<file path="src/rtl/cpu_pkg.sv">
// Shared definitions for the MEM-stage load/store unit.
// Access encodings, FSM states and the access legality rule.
package cpu_pkg;

    localparam logic [6:0] OPCODE_LOAD = 7'b0000011;

    localparam logic [2:0] F3_B  = 3'b000;
    localparam logic [2:0] F3_H  = 3'b001;
    localparam logic [2:0] F3_W  = 3'b010;
    localparam logic [2:0] F3_BU = 3'b100;
    localparam logic [2:0] F3_HU = 3'b101;

    typedef enum logic [1:0] {
        IDLE = 2'd0,
        REQ  = 2'd1,
        RESP = 2'd2
    } lsu_state_e;

    // Unsigned variants exist only for loads; halfwords need addr[0]=0.
    function automatic logic access_legal(
        input logic [2:0] f3,
        input logic [1:0] a,
        input logic       ld
    );
        logic ok;
        ok = 1'b0;
        case (f3)
            F3_B:    ok = 1'b1;
            F3_H:    ok = !a[0];
            F3_W:    ok = (a == 2'b00);
            F3_BU:   ok = ld;
            F3_HU:   ok = ld && !a[0];
            default: ok = 1'b0;
        endcase
        return ok;
    endfunction

endpackage

</file>
<file path="src/rtl/lsu_align.sv">
// Store lane/byte-enable generation, load extraction/extension
// and access legality for a 32-bit data port.
module lsu_align
    import cpu_pkg::*;
(
    input  logic [2:0]  funct3_i,
    input  logic [1:0]  addr_lo_i,
    input  logic        is_load_i,
    input  logic [31:0] wdata_i,
    input  logic [31:0] rdata_i,
    output logic [31:0] wdata_o,
    output logic [3:0]  be_o,
    output logic [31:0] rdata_o,
    output logic        legal_o
);

    logic [31:0] shifted;

    always_comb begin
        wdata_o = wdata_i;
        be_o    = 4'b0000;
        case (funct3_i[1:0])
            2'b00: begin
                be_o    = 4'b0001 << addr_lo_i;
                wdata_o = {4{wdata_i[7:0]}};
            end
            2'b01: begin
                be_o    = 4'b0011 << addr_lo_i;
                wdata_o = {2{wdata_i[15:0]}};
            end
            2'b10:   be_o = 4'b1111;
            default: be_o = 4'b0000;
        endcase
    end

    always_comb begin
        shifted = rdata_i >> {addr_lo_i, 3'b000};
        rdata_o = '0;
        case (funct3_i)
            F3_B:    rdata_o = {{24{shifted[7]}}, shifted[7:0]};
            F3_H:    rdata_o = {{16{shifted[15]}}, shifted[15:0]};
            F3_W:    rdata_o = shifted;
            F3_BU:   rdata_o = {24'b0, shifted[7:0]};
            F3_HU:   rdata_o = {16'b0, shifted[15:0]};
            default: rdata_o = '0;
        endcase
    end

    assign legal_o = access_legal(funct3_i, addr_lo_i, is_load_i);

endmodule

</file>
<file path="src/rtl/mem_stage_lsu.sv">
// MEM-stage load/store unit: EX/MEM register, data-memory
// request/grant/response FSM and hazard stall generation.
module mem_stage_lsu
    import cpu_pkg::*;
#(
    parameter int DATA_WIDTH          = 32,
    parameter int DATA_ADDR_WIDTH     = 32,
    parameter int REGISTER_ADDR_WIDTH = 5
) (
    input  logic                           clk,
    input  logic                           rst,
    input  logic [DATA_WIDTH-1:0]          alu_res_EX,
    input  logic [DATA_WIDTH-1:0]          write_data_EX,
    input  logic [REGISTER_ADDR_WIDTH-1:0] rd_EX,
    input  logic                           reg_write_EX,
    input  logic                           mem_write_EX,
    input  logic [1:0]                     result_sel_EX,
    input  logic [2:0]                     funct3_EX,
    input  logic [6:0]                     opcode_EX,
    input  logic [DATA_ADDR_WIDTH-1:0]     PC_plus_4_EX,
    input  logic                           flush_EX_MEM,
    output logic [DATA_WIDTH-1:0]          alu_res_EX_MEM_o,
    output logic [REGISTER_ADDR_WIDTH-1:0] rd_EX_MEM_o,
    output logic                           reg_write_EX_MEM_o,
    output logic [1:0]                     result_sel_EX_MEM_o,
    output logic [DATA_ADDR_WIDTH-1:0]     PC_plus_4_EX_MEM_o,
    output logic [DATA_WIDTH-1:0]          load_data_MEM,
    output logic                           mem_stall,
    output logic                           mem_fault_MEM,
    output logic                           dmem_req,
    output logic                           dmem_we,
    output logic [DATA_ADDR_WIDTH-1:0]     dmem_addr,
    output logic [DATA_WIDTH-1:0]          dmem_wdata,
    output logic [3:0]                     dmem_be,
    input  logic                           dmem_gnt,
    input  logic                           dmem_rvalid,
    input  logic [DATA_WIDTH-1:0]          dmem_rdata
);

    logic [DATA_WIDTH-1:0]          alu_res_q;
    logic [DATA_WIDTH-1:0]          wdata_q;
    logic [REGISTER_ADDR_WIDTH-1:0] rd_q;
    logic                           reg_write_q;
    logic                           mem_write_q;
    logic                           is_load_q;
    logic [1:0]                     result_sel_q;
    logic [2:0]                     funct3_q;
    logic [DATA_ADDR_WIDTH-1:0]     pc4_q;

    lsu_state_e state_q, state_d;

    logic        is_load_ex;
    logic        new_acc;
    logic        legal_q;
    logic [3:0]  be;
    logic [31:0] wdata_al;
    logic [31:0] rdata_ext;

    assign is_load_ex = (opcode_EX == OPCODE_LOAD);
    // A legal access loaded on this edge enters REQ directly.
    assign new_acc = !flush_EX_MEM
                   && (is_load_ex || mem_write_EX)
                   && access_legal(funct3_EX, alu_res_EX[1:0], is_load_ex);

    always_ff @(posedge clk or posedge rst) begin
        if (rst) begin
            alu_res_q    <= '0;
            wdata_q      <= '0;
            rd_q         <= '0;
            reg_write_q  <= 1'b0;
            mem_write_q  <= 1'b0;
            is_load_q    <= 1'b0;
            result_sel_q <= '0;
            funct3_q     <= '0;
            pc4_q        <= '0;
        end else if (!mem_stall) begin
            alu_res_q    <= alu_res_EX;
            wdata_q      <= write_data_EX;
            rd_q         <= rd_EX;
            result_sel_q <= result_sel_EX;
            funct3_q     <= funct3_EX;
            pc4_q        <= PC_plus_4_EX;
            reg_write_q  <= reg_write_EX && !flush_EX_MEM;
            mem_write_q  <= mem_write_EX && !flush_EX_MEM;
            is_load_q    <= is_load_ex && !flush_EX_MEM;
        end
    end

    always_ff @(posedge clk or posedge rst) begin
        if (rst) state_q <= IDLE;
        else     state_q <= state_d;
    end

    lsu_align u_align (
        .funct3_i  (funct3_q),
        .addr_lo_i (alu_res_q[1:0]),
        .is_load_i (is_load_q),
        .wdata_i   (wdata_q),
        .rdata_i   (dmem_rdata),
        .wdata_o   (wdata_al),
        .be_o      (be),
        .rdata_o   (rdata_ext),
        .legal_o   (legal_q)
    );

    always_comb begin
        state_d       = state_q;
        dmem_req      = 1'b0;
        mem_stall     = 1'b0;
        load_data_MEM = '0;
        unique case (state_q)
            IDLE: state_d = new_acc ? REQ : IDLE;
            REQ: begin
                dmem_req  = 1'b1;
                mem_stall = !dmem_gnt || is_load_q;
                if (dmem_gnt)
                    state_d = is_load_q ? RESP : (new_acc ? REQ : IDLE);
            end
            RESP: begin
                mem_stall = !dmem_rvalid;
                if (dmem_rvalid) begin
                    load_data_MEM = rdata_ext;
                    state_d       = new_acc ? REQ : IDLE;
                end
            end
            default: state_d = IDLE;
        endcase
    end

    assign mem_fault_MEM       = (is_load_q || mem_write_q) && !legal_q;
    assign dmem_we             = mem_write_q && !is_load_q;
    assign dmem_addr           = {alu_res_q[DATA_ADDR_WIDTH-1:2], 2'b00};
    assign dmem_wdata          = wdata_al;
    assign dmem_be             = dmem_we ? be : 4'b0000;
    assign alu_res_EX_MEM_o    = alu_res_q;
    assign rd_EX_MEM_o         = rd_q;
    assign reg_write_EX_MEM_o  = reg_write_q && !mem_fault_MEM;
    assign result_sel_EX_MEM_o = result_sel_q;
    assign PC_plus_4_EX_MEM_o  = pc4_q;

endmodule
</file>
<file path="config.mk">
export PLATFORM = sky130hd
export DESIGN_NAME = mem_stage_lsu
export DESIGN_NICKNAME = d
export VERILOG_FILES = /design/src/rtl/cpu_pkg.sv /design/src/rtl/lsu_align.sv /design/src/rtl/mem_stage_lsu.sv
export SDC_FILE = /design/constraint.sdc
export NUM_CORES = 1
export LEC_CHECK = 0
export ABC_AREA = 1
export BUFFER_PORTS_ARGS = -buffer_cell sky130_fd_sc_hd__buf_2
export CAP_MARGIN = 40
export CORE_AREA = 2 2 128 130
export CTS_CLUSTER_SIZE = 20
export DETAILED_ROUTE_END_ITERATION = 6
export DIE_AREA = 0 0 130 132
export PLACE_DENSITY = 0.77
export SETUP_SLACK_MARGIN = 0.3
export SKIP_LAST_GASP = 1
export SYNTH_ARGS = -nofsm -noshare
export SYNTH_HDL_FRONTEND = slang
export SYNTH_SLANG_ARGS = --single-unit
</file>
<file path="constraint.sdc">
create_clock -name clk -period 8.98 [get_ports clk]
set_input_delay 1.347 -clock clk [delete_from_list [all_inputs] [get_ports clk]]
set_output_delay 1.347 -clock clk [all_outputs]
set_load 0.05 [all_outputs]
</file>
==> run summary <==
Synth top cells by count: nand2_1 (383), dfrtp_1 (111), inv_1 (71)
Critical Path Sink Type: output pin
Pwr per Cell Area: 168.9 mW/mm^2
grt total ovfl: 0
Psw: 0.0004708 W
Rel. slew slack: 41.59%
Post-Route Skew: 10.22 ps
final core occ: 49.08%
final wirelength: 18.59 mm
die area: 0.01716 mm^2
worst vdd ir: 0.07926 mV
YS warnings: 0
sequential share of the synthesized area: 46.01%
first-pass GRT wire length: 28.92 mm
status: finished, final reports clean
post-CTS sizing: 0
Post-synth EDFFs: 0
ys flop type: dfrtp_1
GR Util met1: 25.34%
Chip Width: 130 um
FF+latch count, synth: 111
WL/cell: 14.27 um
largest net degree at the start of global routing: 83
Sw Share: 36.15%
largest area contributor in the synthesized netlist: dfrtp_1
Cell Rows: 46
cell count after synthesis: 822
Comb pwr share: 25.9%
min-delay worst type: reg -> reg
core area: 0.01571 mm^2
Hold WS: 469.2 ps
unrepaired setup endpoints after global routing: no
total track usage: 21.35%
H-tree Lvls: 3
power share of the sequential group: 42.3%
syn_area_per_cell: 7.344 um^2
final period utilization: 47.39%
M3 GR Usage: 5.235%
initial DRC count: 356
post-synth top area share: 46.01%
clock network power share: 31.8%
CTS tree: yes
internal power: 0.0008316 W
Max-cap violations: 0
Total Nets Final: 1,237
Final Critical Period: 4255 ps
Worst Tran Pin Value: 873.0 ps
Finished Layout Cells: 1,303
Routability Congestion: 0.9619
Hold Crit Start: PC_plus_4_EX_MEM_o[31]
leak pwr: 4.651 nW
final hold vios: 0
final setup vio count: 0
Yosys cell types: 26
Worst setup startpoint: funct3_q[1]
clk_lat worst skew: 360 ps
Sink Count: 111
Worst-path clk slew: 70 ps
vias in the first global route: 5,706
First-pass DRT Iterations: 6
initial antenna violation count: 2
GR peak layer: met2
Max clock buf depth: 2
most common cell in the synthesized netlist: nand2_1
cts hold-fix bufs: 0
critical path launch point type: flip-flop
met2 global-route usage: 36.97%
Port Buffers: 325
Vias/cell: 4.648
Area Overhead vs Synth: 27.75%
max-slew violations: 0
via count: 6,056
Worst Path Arrival: 2910 ps
Post CTS Setup Buffer Count: 0
Die Ht: 132 um
CP Class: reg -> out
Final HPWL DP: 14.05 mm
Placed Cells: 1,286
synth top area cells: dfrtp_1 (46%), nand2_1 (24%), buf_4 (5.3%), o21ai_0 (5.1%), inv_1 (4.4%)
CP Data Required Time: 7630 ps
post-synthesis async set-or-reset flop share: 100.0%
setup TNS: 0 ps
DRC Markers: 0
reg2reg start: state_q[1]
crit-path max FO: 23
Routed Antenna Nets: 0
Initial Util: 38.42%
ratio of cells with drive above 1 in the final layout: 33.79%
# IOs: 328
maximum clock rate: 0.2350 GHz
clock root buffer: clkbuf_16
Num CTS Buffers: 9
post-synthesis cell area: 0.006037 mm^2
[power by group through the flow]
stage               Sequential, W  Combinational (W)  Clock (W)
floorplan                0.000622           0.000188          0
global placement         0.000560           0.000336          0
detailed placement       0.000560           0.000340          0
CTS                      0.000551           0.000340   0.000424
global route             0.000555           0.000361   0.000443
finish                   0.000551           0.000338   0.000414
[cells in the final DEF (no fill, tap or decap)]
cell and instances:
nor3_1 1, a21oi_1 18, clkinv_1 1, buf_4 4, nand2_2 2, o211ai_1 12
a21oi_2 1, inv_4 1, or2_2 6, clkinv_2 2, inv_8 1, o221ai_1 8
nand2_4 2, ha_1 4, buf_2 325, conb_1 2, nor2_2 2, clkbuf_16 9
nand3_2 3, clkinvlp_4 1, bufinv_16 1, inv_6 2, diode_2 1, nor3_4 1
inv_2 4, nor2_1 18, dfrtp_1 111, nand2_1 382, inv_1 69, nand3_1 32
o21ai_0 61
[layout make-up]
cell class | count | area, um^2
sequential | 111 | 2778
inverter | 75 | 284.0
antenna | 1 | 2.502
clock inverter | 7 | 76.32
tap | 216 | 270.3
clock buffer | 9 | 225.2
multi-input combinational | 555 | 2420
timing repair buffer | 329 | 1657
fill | 1590 | 8000
[per-stage QoR]
step | cell area (um^2) | worst slack, ps | total power, W
detailed placement | 7408 | 4900 | 0.0008997
finish | 7712 | 4725 | 0.001302
global route | 7710 | 4391 | 0.001359
CTS | 7710 | 4675 | 0.001315
global placement | 7408 | 4928 | 0.0008956
floorplan | 6041 | 4702 | 0.0008101
[worst max-delay path: stages (launching register included)]
cell and delay, ps:
dfrtp_1 650, inv_1 530, nand2_1 440, nor2_1 300, nand2_4 160, nand3_1 100, nand2_1 70, inv_1 60
buf_2 250
[registers in the layout, summed over array words and instances, names as in the netlist]
name / cells
PC_plus_4_EX_MEM_o: 32
alu_res_EX_MEM_o: 32
wdata_q: 32
rd_EX_MEM_o: 5
funct3_q: 3
result_sel_EX_MEM_o: 2
state_q: 2
is_load_q: 1
mem_write_q: 1
reg_write_q: 1
[metal layers]
metal	share of wire, %	routed length (um)	vias to the layer above
met1	40	7394	2745
met4	2.7	504	2
met5	0.086	16	-
li1	-	-	3013
met3	7.7	1432	37
met2	50	9246	259
[final timing paths]
| path | end | slack (ps) | cells past startpoint |
|---|---|---|---|
| min | PC_plus_4_EX_MEM_o[31] | 470 | 2 |
| min reg2reg | PC_plus_4_EX_MEM_o[31] | 470 | 2 |
| max in group asynchronous | alu_res_EX_MEM_o[8] | 6660 | 3 |
| max | load_data_MEM[22] | 4720 | 8 |
| min in group asynchronous | PC_plus_4_EX_MEM_o[20] | 1100 | 2 |
| max reg2reg | PC_plus_4_EX_MEM_o[26] | 6360 | 11 |
[cells by family after synthesis]
logic type               synth area share, %
buffers and inverters                  14.09
adder cells (fa/ha/maj)               0.8290
AND/OR/NAND/NOR                        29.66
flip-flops                             46.01
AO/OA/AOI/OAI                          9.347
other                                0.06212
No activity file was read; power rests on OpenSTA's default activity.
